==> src/rtl/stage_sequencer.sv <==
// Generic N-stage one-hot enable sequencer with a variable last stage, stall hold,
// stop-bit halt and saturating performance counters.
module stage_sequencer #(
  parameter int NUM_STAGES = 5,
  parameter int CNT_WIDTH  = 32,
  parameter int SW         = $clog2(NUM_STAGES)
) (
  input  logic                  clock,
  input  logic                  reset,
  input  logic                  run,
  input  logic                  stall,
  input  logic [SW-1:0]         last_stage,
  input  logic                  stop_bit,
  output logic [NUM_STAGES-1:0] stage_en,
  output logic [SW-1:0]         current_stage,
  output logic                  busy,
  output logic                  instr_done,
  output logic                  halted,
  output logic [CNT_WIDTH-1:0]  cycle_count,
  output logic [CNT_WIDTH-1:0]  instr_count
);

  typedef enum logic [1:0] {IDLE, RUN, HALTED} state_t;

  localparam logic [SW-1:0] LAST_IDX   = SW'(NUM_STAGES - 1);
  localparam logic [SW-1:0] DECODE_IDX = SW'(1);

  state_t               state_q, state_d;
  logic [SW-1:0]        stage_q, stage_d;
  logic [SW-1:0]        lim_q, lim_d, lim_eff;
  logic                 stp_q, stp_d, stp_eff;
  logic                 done_q, done_d;
  logic [CNT_WIDTH-1:0] cyc_q, cyc_d;
  logic [CNT_WIDTH-1:0] icnt_q, icnt_d;

  // Stage 0 can never be the last stage, and indices past the pipeline map to its end.
  function automatic logic [SW-1:0] clamp_stage(input logic [SW-1:0] s);
    if (s == '0)            return DECODE_IDX;
    else if (s > LAST_IDX)  return LAST_IDX;
    else                    return s;
  endfunction

  // NOTE: state registers use non-blocking assignments so every flop samples
  // pre-edge values; combinational blocks below use blocking assignments.
  always_ff @(posedge clock or posedge reset) begin
    if (reset) begin
      state_q <= IDLE;
      stage_q <= '0;
      lim_q   <= DECODE_IDX;
      stp_q   <= 1'b0;
      done_q  <= 1'b0;
      cyc_q   <= '0;
      icnt_q  <= '0;
    end else begin
      state_q <= state_d;
      stage_q <= stage_d;
      lim_q   <= lim_d;
      stp_q   <= stp_d;
      done_q  <= done_d;
      cyc_q   <= cyc_d;
      icnt_q  <= icnt_d;
    end
  end

  // NOTE: every variable gets a default before the case so no path leaves it
  // unassigned, which would otherwise infer a latch.
  always_comb begin
    state_d = state_q;
    stage_d = stage_q;
    lim_d   = lim_q;
    stp_d   = stp_q;
    done_d  = 1'b0;
    cyc_d   = cyc_q;
    icnt_d  = icnt_q;
    lim_eff = lim_q;
    stp_eff = stp_q;

    unique case (state_q)
      IDLE: begin
        if (run) begin
          state_d = RUN;
          stage_d = '0;
        end
      end
      RUN: begin
        if (cyc_q != '1) cyc_d = cyc_q + CNT_WIDTH'(1);
        if (!stall) begin
          // Decode completion: the freshly latched limit applies to this very stage.
          if (stage_q == DECODE_IDX) begin
            lim_eff = clamp_stage(last_stage);
            stp_eff = stop_bit;
            lim_d   = lim_eff;
            stp_d   = stp_eff;
          end
          if (stage_q == lim_eff) begin
            done_d  = 1'b1;
            stage_d = '0;
            if (icnt_q != '1) icnt_d = icnt_q + CNT_WIDTH'(1);
            if (stp_eff)      state_d = HALTED;
            else if (run)     state_d = RUN;
            else              state_d = IDLE;
          end else begin
            stage_d = stage_q + SW'(1);
          end
        end
      end
      HALTED: begin
        state_d = HALTED;
      end
      default: begin
        state_d = IDLE;
        stage_d = '0;
      end
    endcase
  end

  // Outputs decode registered state only, so no input reaches an output combinationally.
  always_comb begin
    busy          = (state_q == RUN);
    halted        = (state_q == HALTED);
    stage_en      = busy ? (NUM_STAGES'(1) << stage_q) : '0;
    current_stage = busy ? stage_q : '0;
    instr_done    = done_q;
    cycle_count   = cyc_q;
    instr_count   = icnt_q;
  end

endmodule

==> config.mk <==
export PLATFORM = sky130hd
export DESIGN_NAME = stage_sequencer
export DESIGN_NICKNAME = d
export VERILOG_FILES = /design/src/rtl/stage_sequencer.sv
export SDC_FILE = /design/constraint.sdc
export NUM_CORES = 1
export LEC_CHECK = 0
export BUFFER_PORTS_ARGS = -buffer_cell sky130_fd_sc_hd__buf_2
export CORE_MARGIN = 5
export CORE_UTILIZATION = 54
export DETAILED_ROUTE_END_ITERATION = 7
export PLACE_DENSITY = 0.88
export SLEW_MARGIN = 20
export SYNTH_ARGS = -nofsm -noshare
export SYNTH_HDL_FRONTEND = slang
export SYNTH_SLANG_ARGS = --single-unit
==> constraint.sdc <==
create_clock -name clock -period 3 [get_ports clock]
set_input_delay 0.15 -clock clock [delete_from_list [all_inputs] [get_ports clock]]
set_output_delay 0.15 -clock clock [all_outputs]
set_load 0.005 [all_outputs]
* Word-level counts from Yosys, hierarchy flattened
Cells that the tools add are included.
** Word-level totals
- Output and inout port bits :: 75
- Memory bits (read-only) :: 0
- Register bits :: 74
- RAM bits :: 0
- Memories kept :: 0
- Latch bits :: 0
** Cells by class
- Magnitude comparators :: 1
- Bitwise operators :: 2
- Equal/unequal tests :: 9
- Reductions and logical operators :: 7
- Shift operators :: 1
- $mul :: 0
- Divide/modulo/power cells :: 0
- Add/sub/neg operators :: 3
- Muxes and demuxes :: 23
** Operators with widths (number)
- $add A32 B1 Y32 const B :: 2
- $ne A32 B32 Y1 const B :: 2
- $mux W3 :: 9
- $pmux W3 S3 :: 1
- $mux W2 :: 4
- $mux W1 :: 7
- $pmux W2 S3 :: 1
- $reduce_and A3 Y1 :: 2
- $mux W5 :: 1
- $shl A1 B3 Y5 const A :: 1
- $ne A2 B2 Y1 const B :: 2
- $reduce_and A2 Y1 :: 2
- $reduce_and A4 Y1 :: 1
- $add A3 B1 Y3 const B :: 1
- $eq A3 B1 Y1 const B :: 1
- $eq A3 B3 Y1 :: 1
- $gt A3 B3 Y1 const B :: 1
- $logic_not A3 Y1 :: 1
- $eq A2 B1 Y1 const B :: 1
- $eq A2 B2 Y1 const B :: 1
- $logic_not A2 Y1 :: 1
- $ne A2 B1 Y1 const B :: 1
- $not A1 Y1 :: 2

* Depth between registers and ports, before layout
- Word-level depth :: 10
- Depth in mapped cells :: 9

* Worst setup path before layout
Ideal clock, no wire load.
- Path type :: reg-to-reg
- Start point :: reg stage_q[1]
- End point :: reg icnt_q[1], in the netlist instr_count[1]
- Arrival :: 2030 ps
- Library setup time :: 128 ps
- Cell stages (with the launch flop) :: 9
- Path buffers :: 0
- Slack :: 843 ps
- Required time :: 2872 ps
- Clock period less this slack :: 2157 ps
- Cells stage by stage :: dfrtp_1 > inv_1 > ha_1 > nor2b_2 > a221oi_2 > o211ai_2 > nor3_4 > nand2_1 > mux2_1
** Between the ends
- Word-level cells in the longest chain between the ends :: 6
** Ends and longest elaborated chain
- start, declared :: RTL line 29 : logic [SW-1:0] stage_q, stage_d;
- start signal, assigned :: RTL line 56 : stage_q <= stage_d;
- $eq A3 B1 Y1 :: RTL line 89 : if (stage_q == DECODE_IDX) begin
- $mux W3
- $mux W3 :: RTL line 87 : if (!stall) begin
- $mux W3 :: RTL line 78 : unique case (state_q)
- $eq A3 B3 Y1 * :: RTL line 95 : if (stage_q == lim_eff) begin
- $reduce_and A4 Y1 (no source line) *
- end signal, assigned :: RTL line 61 : icnt_q <= icnt_d;
- end, declared :: RTL line 34 : logic [CNT_WIDTH-1:0] icnt_q, icnt_d;
Every way passes the cells marked *; elsewhere a longest branch is shown, timed or not. The select of a mux whose other input is x is not followed.
A chain may end at the register's enable or synchronous reset.

* Worst setup path after layout
Ends and elaborated chain as after synthesis.

==> results.py <==
metrics = {
    "run_status": {
        "status": "completed",
    },
    "sta": {
        "fmax_mhz": 422,
        "report.final.slew_viol_count": 0,
        "tightestPinTransition_ns": 0.792,
        "setup-tns-final_ns": 0,
        "min_period_over_period": 0.790,
        "rsz0062_at_grt": "false",
        "clock_skew_ns": 0.00783,
        "period_needed_ns": 2.37,
        "setup_violations": 0,
        "relSlewSlack": 0.471,
        "hold_viol": 0,
    },
    "clocking": {
        "numCtsBuffers": 9,
        "insertion_delay_ns": 0.35,
        "post_cts_buffers": 0,
        "cts_tree": "built",
        "cts_max_level": 3,
        "root_buffer": "clkbuf_8",
        "clk_pin_slew_ns": 0.08,
        "clkSinkCount": 74,
        "clk_path_buf_depth": 2,
    },
    "worst_hold_path": {
        "hp-class": "in2reg",
        "holdCritStartpoint": "stop_bit",
    },
    "pwr": {
        "p_sw_mw": 1.03,
        "ir_worst_vdd_v": 0.000481,
        "intPower_mw": 1.98,
        "p_seq_frac": 0.429,
        "switching_share": 0.343,
        "p_leak_nw": 2.24,
        "power_density_mw_per_mm2": 678,
        "power.share.combinational": 0.289,
        "clockPowerShare": 0.282,
        "total_power_mw": 3.02,
    },
    "routing": {
        "drt_first_pass_iters": 4,
        "wirelength_mm": 7.95,
        "drtAntennaViolNets": 0,
        "detail_route.wl_per_cell_microns": 15.1,
        "drtIter0Drc": 139,
        "drc": 0,
        "viasPerCell": 5.55,
        "vias": 2925,
    },
    "setup_path": {
        "worstPathArrival_ns": 2.60,
        "timing.rr.start": "stage_q[1]",
        "cp_max_fo": 9,
        "endpoint_kind": "flip-flop",
        "critPathLaunch": "stage_q[1]",
        "crit_required_ns": 3.23,
        "start_kind": "flip-flop",
        "critical_path_class": "reg2reg",
    },
    "floorplan": {
        "die_width_microns": 92.7,
        "core_sq_mm": 0.00672,
        "rows": 30,
        "initial_core_util": 0.549,
        "ios": 83,
        "dieArea_sq_mm": 0.00859,
        "die_y_microns": 92.7,
    },
    "yosys": {
        "syn_avg_cell_area_sq_um": 10.6,
        "async_reset_ff_frac": 1.00,
        "syn_area_sq_mm": 0.00369,
        "synth_warnings": 0,
        "synth_edf_count": 0,
        "yosysUniqueCellTypes": 44,
        "yosys_most_used_dff": "dfrtp_1",
        "syn-instance-count": 348,
        "synth_nets": 363,
        "ys_seq_area_frac": 0.502,
        "ys_ff_latch": 74,
    },
    "final_layout": {
        "syn_to_final_growth_pct": 20.6,
        "drive_gt1_frac": 0.271,
        "final_cells": 527,
        "antenna_cells": 0,
        "nNetsFinal": 458,
        "final_core_util": 0.662,
    },
    "grt": {
        "grt.total_usage": 0.196,
        "grt_overflow": 0,
        "antenna_found_initial": 0,
        "grt_first_pass_wirelength_mm": 13.6,
        "grt_start_max_net_pins": 39,
        "grt_pass1_vias": 2937,
    },
    "placement": {
        "detailed_place_hpwl_mm": 5.76,
        "post-place-cells": 511,
        "numPortBuffers": 82,
        "gp_congestion": 0.815,
    },
    "job": {
        "drv_cap": 0,
    },
}
-- final timing paths --
kind	slack [ns]	depth (start not counted)	to
worst max-delay path	0.63	8	instr_count[1]
worst min-delay path	0.07	2	stp_q
worst max register to register	0.63	8	instr_count[1]
worst min register to register	0.50	1	cycle_count[15]
max in group asynchronous	1.77	4	lim_q[0]
min in group asynchronous	0.50	3	cycle_count[6]
-- flip-flops by register name, summed over array words and instances, names as in the netlist --
name	cells
state_q	2
cycle_count	32
stage_q	3
lim_q	3
stp_q	1
instr_done	1
instr_count	32
-- cell usage after synthesis, types with 2 or more instances --
cell type,number,area share
xor2_1,19,0.045
nand2b_1,3,0.0051
nor2_1,31,0.032
nand3_1,29,0.039
and4_1,2,0.0047
nor4_4,2,0.012
nand4b_1,3,0.0071
o21ai_0,3,0.0041
nand4_2,2,0.0068
nor3_1,8,0.011
mux2_2,5,0.015
nand3b_1,3,0.0061
buf_2,2,0.0027
and2_1,6,0.010
or4_1,2,0.0041
dfrtp_1,73,0.50
nand2_1,31,0.032
xnor2_1,45,0.11
nor3_4,2,0.0088
nor2b_1,5,0.0085
nand4_1,20,0.034
nor4_1,2,0.0034
a21oi_1,3,0.0041
o21ai_1,2,0.0027
inv_1,7,0.0071
a31oi_1,3,0.0051
and3_1,12,0.020
ha_1,7,0.024
-- cells in the final DEF, fill, tap and decap left out, types with 2 or more instances in the layout --
cell type and instances:
a21oi_1 3, a31oi_1 3, and2_1 6, and3_1 12, and4_1 2, buf_2 82, buf_4 3, bufinv_16 2
clkbuf_8 9, dfrtp_1 73, ha_1 7, inv_1 6, mux2_2 5, nand2_1 31, nand2b_1 3, nand3_1 29
nand3b_1 3, nand4_1 20, nand4_2 2, nand4b_1 3, nor2_1 31, nor2b_1 5, nor3_1 8, nor3_4 2
nor4_1 2, nor4_4 2, o21ai_0 3, o21ai_1 2, or4_1 2, xnor2_1 45, xor2_1 19
-- final cells by class --
| type | count | area (sq um) |
|---|---|---|
| Clock buffer | 9 | 124 |
| Tap cell | 80 | 100 |
| Inverter | 8 | 30.0 |
| Timing Repair Buffer | 87 | 463 |
| Multi-Input combinational cell | 263 | 1790 |
| Clock inverter | 6 | 90.1 |
| Fill cell | 516 | 2270 |
| Sequential cell | 74 | 1850 |
-- power groups by stage --
stage | combinational [mW] | sequential (mW) | clock [mW]
5_1_grt | 0.975 | 1.32 | 0.913
3_5_place_dp | 0.879 | 1.31 | 0
3_3_place_gp | 0.853 | 1.30 | 0
6_report | 0.872 | 1.30 | 0.850
4_1_cts | 0.885 | 1.29 | 0.864
2_1_floorplan | 0.604 | 1.29 | 0
-- kinds of logic after synthesis --
| group | synth area share |
|---|---|
| AND/OR/NAND/NOR | 0.258 |
| flip-flops | 0.502 |
| XOR/XNOR | 0.152 |
| AO/OA/AOI/OAI | 0.0332 |
| buffers and inverters | 0.0129 |
| adder cells (fa/ha/maj) | 0.0237 |
| multiplexers | 0.0183 |
-- metal layers --
layer  vias up  global-route usage  part of all wire
met5         -                   0                 0
met4         0              0.0794             0.015
met3        14              0.0487             0.057
met2        78               0.335              0.50
met1      1436               0.236              0.43
li1       1397                   -                 -
-- through the flow --
step,setup slack [ns],instance area [sq um],hold WS [ns]
after floorplan,0.843,3690,0.300
final,0.631,4450,0.0729
after global routing,0.449,4450,0.0604
after detailed placement,0.645,4230,0.343
after global placement,0.730,4230,0.347
after CTS,0.632,4450,0.0568
-- worst max-delay path: stages, from the launching register on --
cell,delay [ns]
dfrtp_1,0.47
inv_1,0.11
ha_1,0.22
nor2b_2,0.20
a221oi_2,0.30
o211ai_2,0.18
nor3_4,0.29
nand2_1,0.15
mux2_1,0.33
-- repair_timing --
item | CTS | global route
hold endpoints to repair | 37 | 0
setup endpoints to repair | 0 | 0
hold buffers | 1 | 0
resized for setup | 0 | 0
Power figures use the tool's default switching activity.
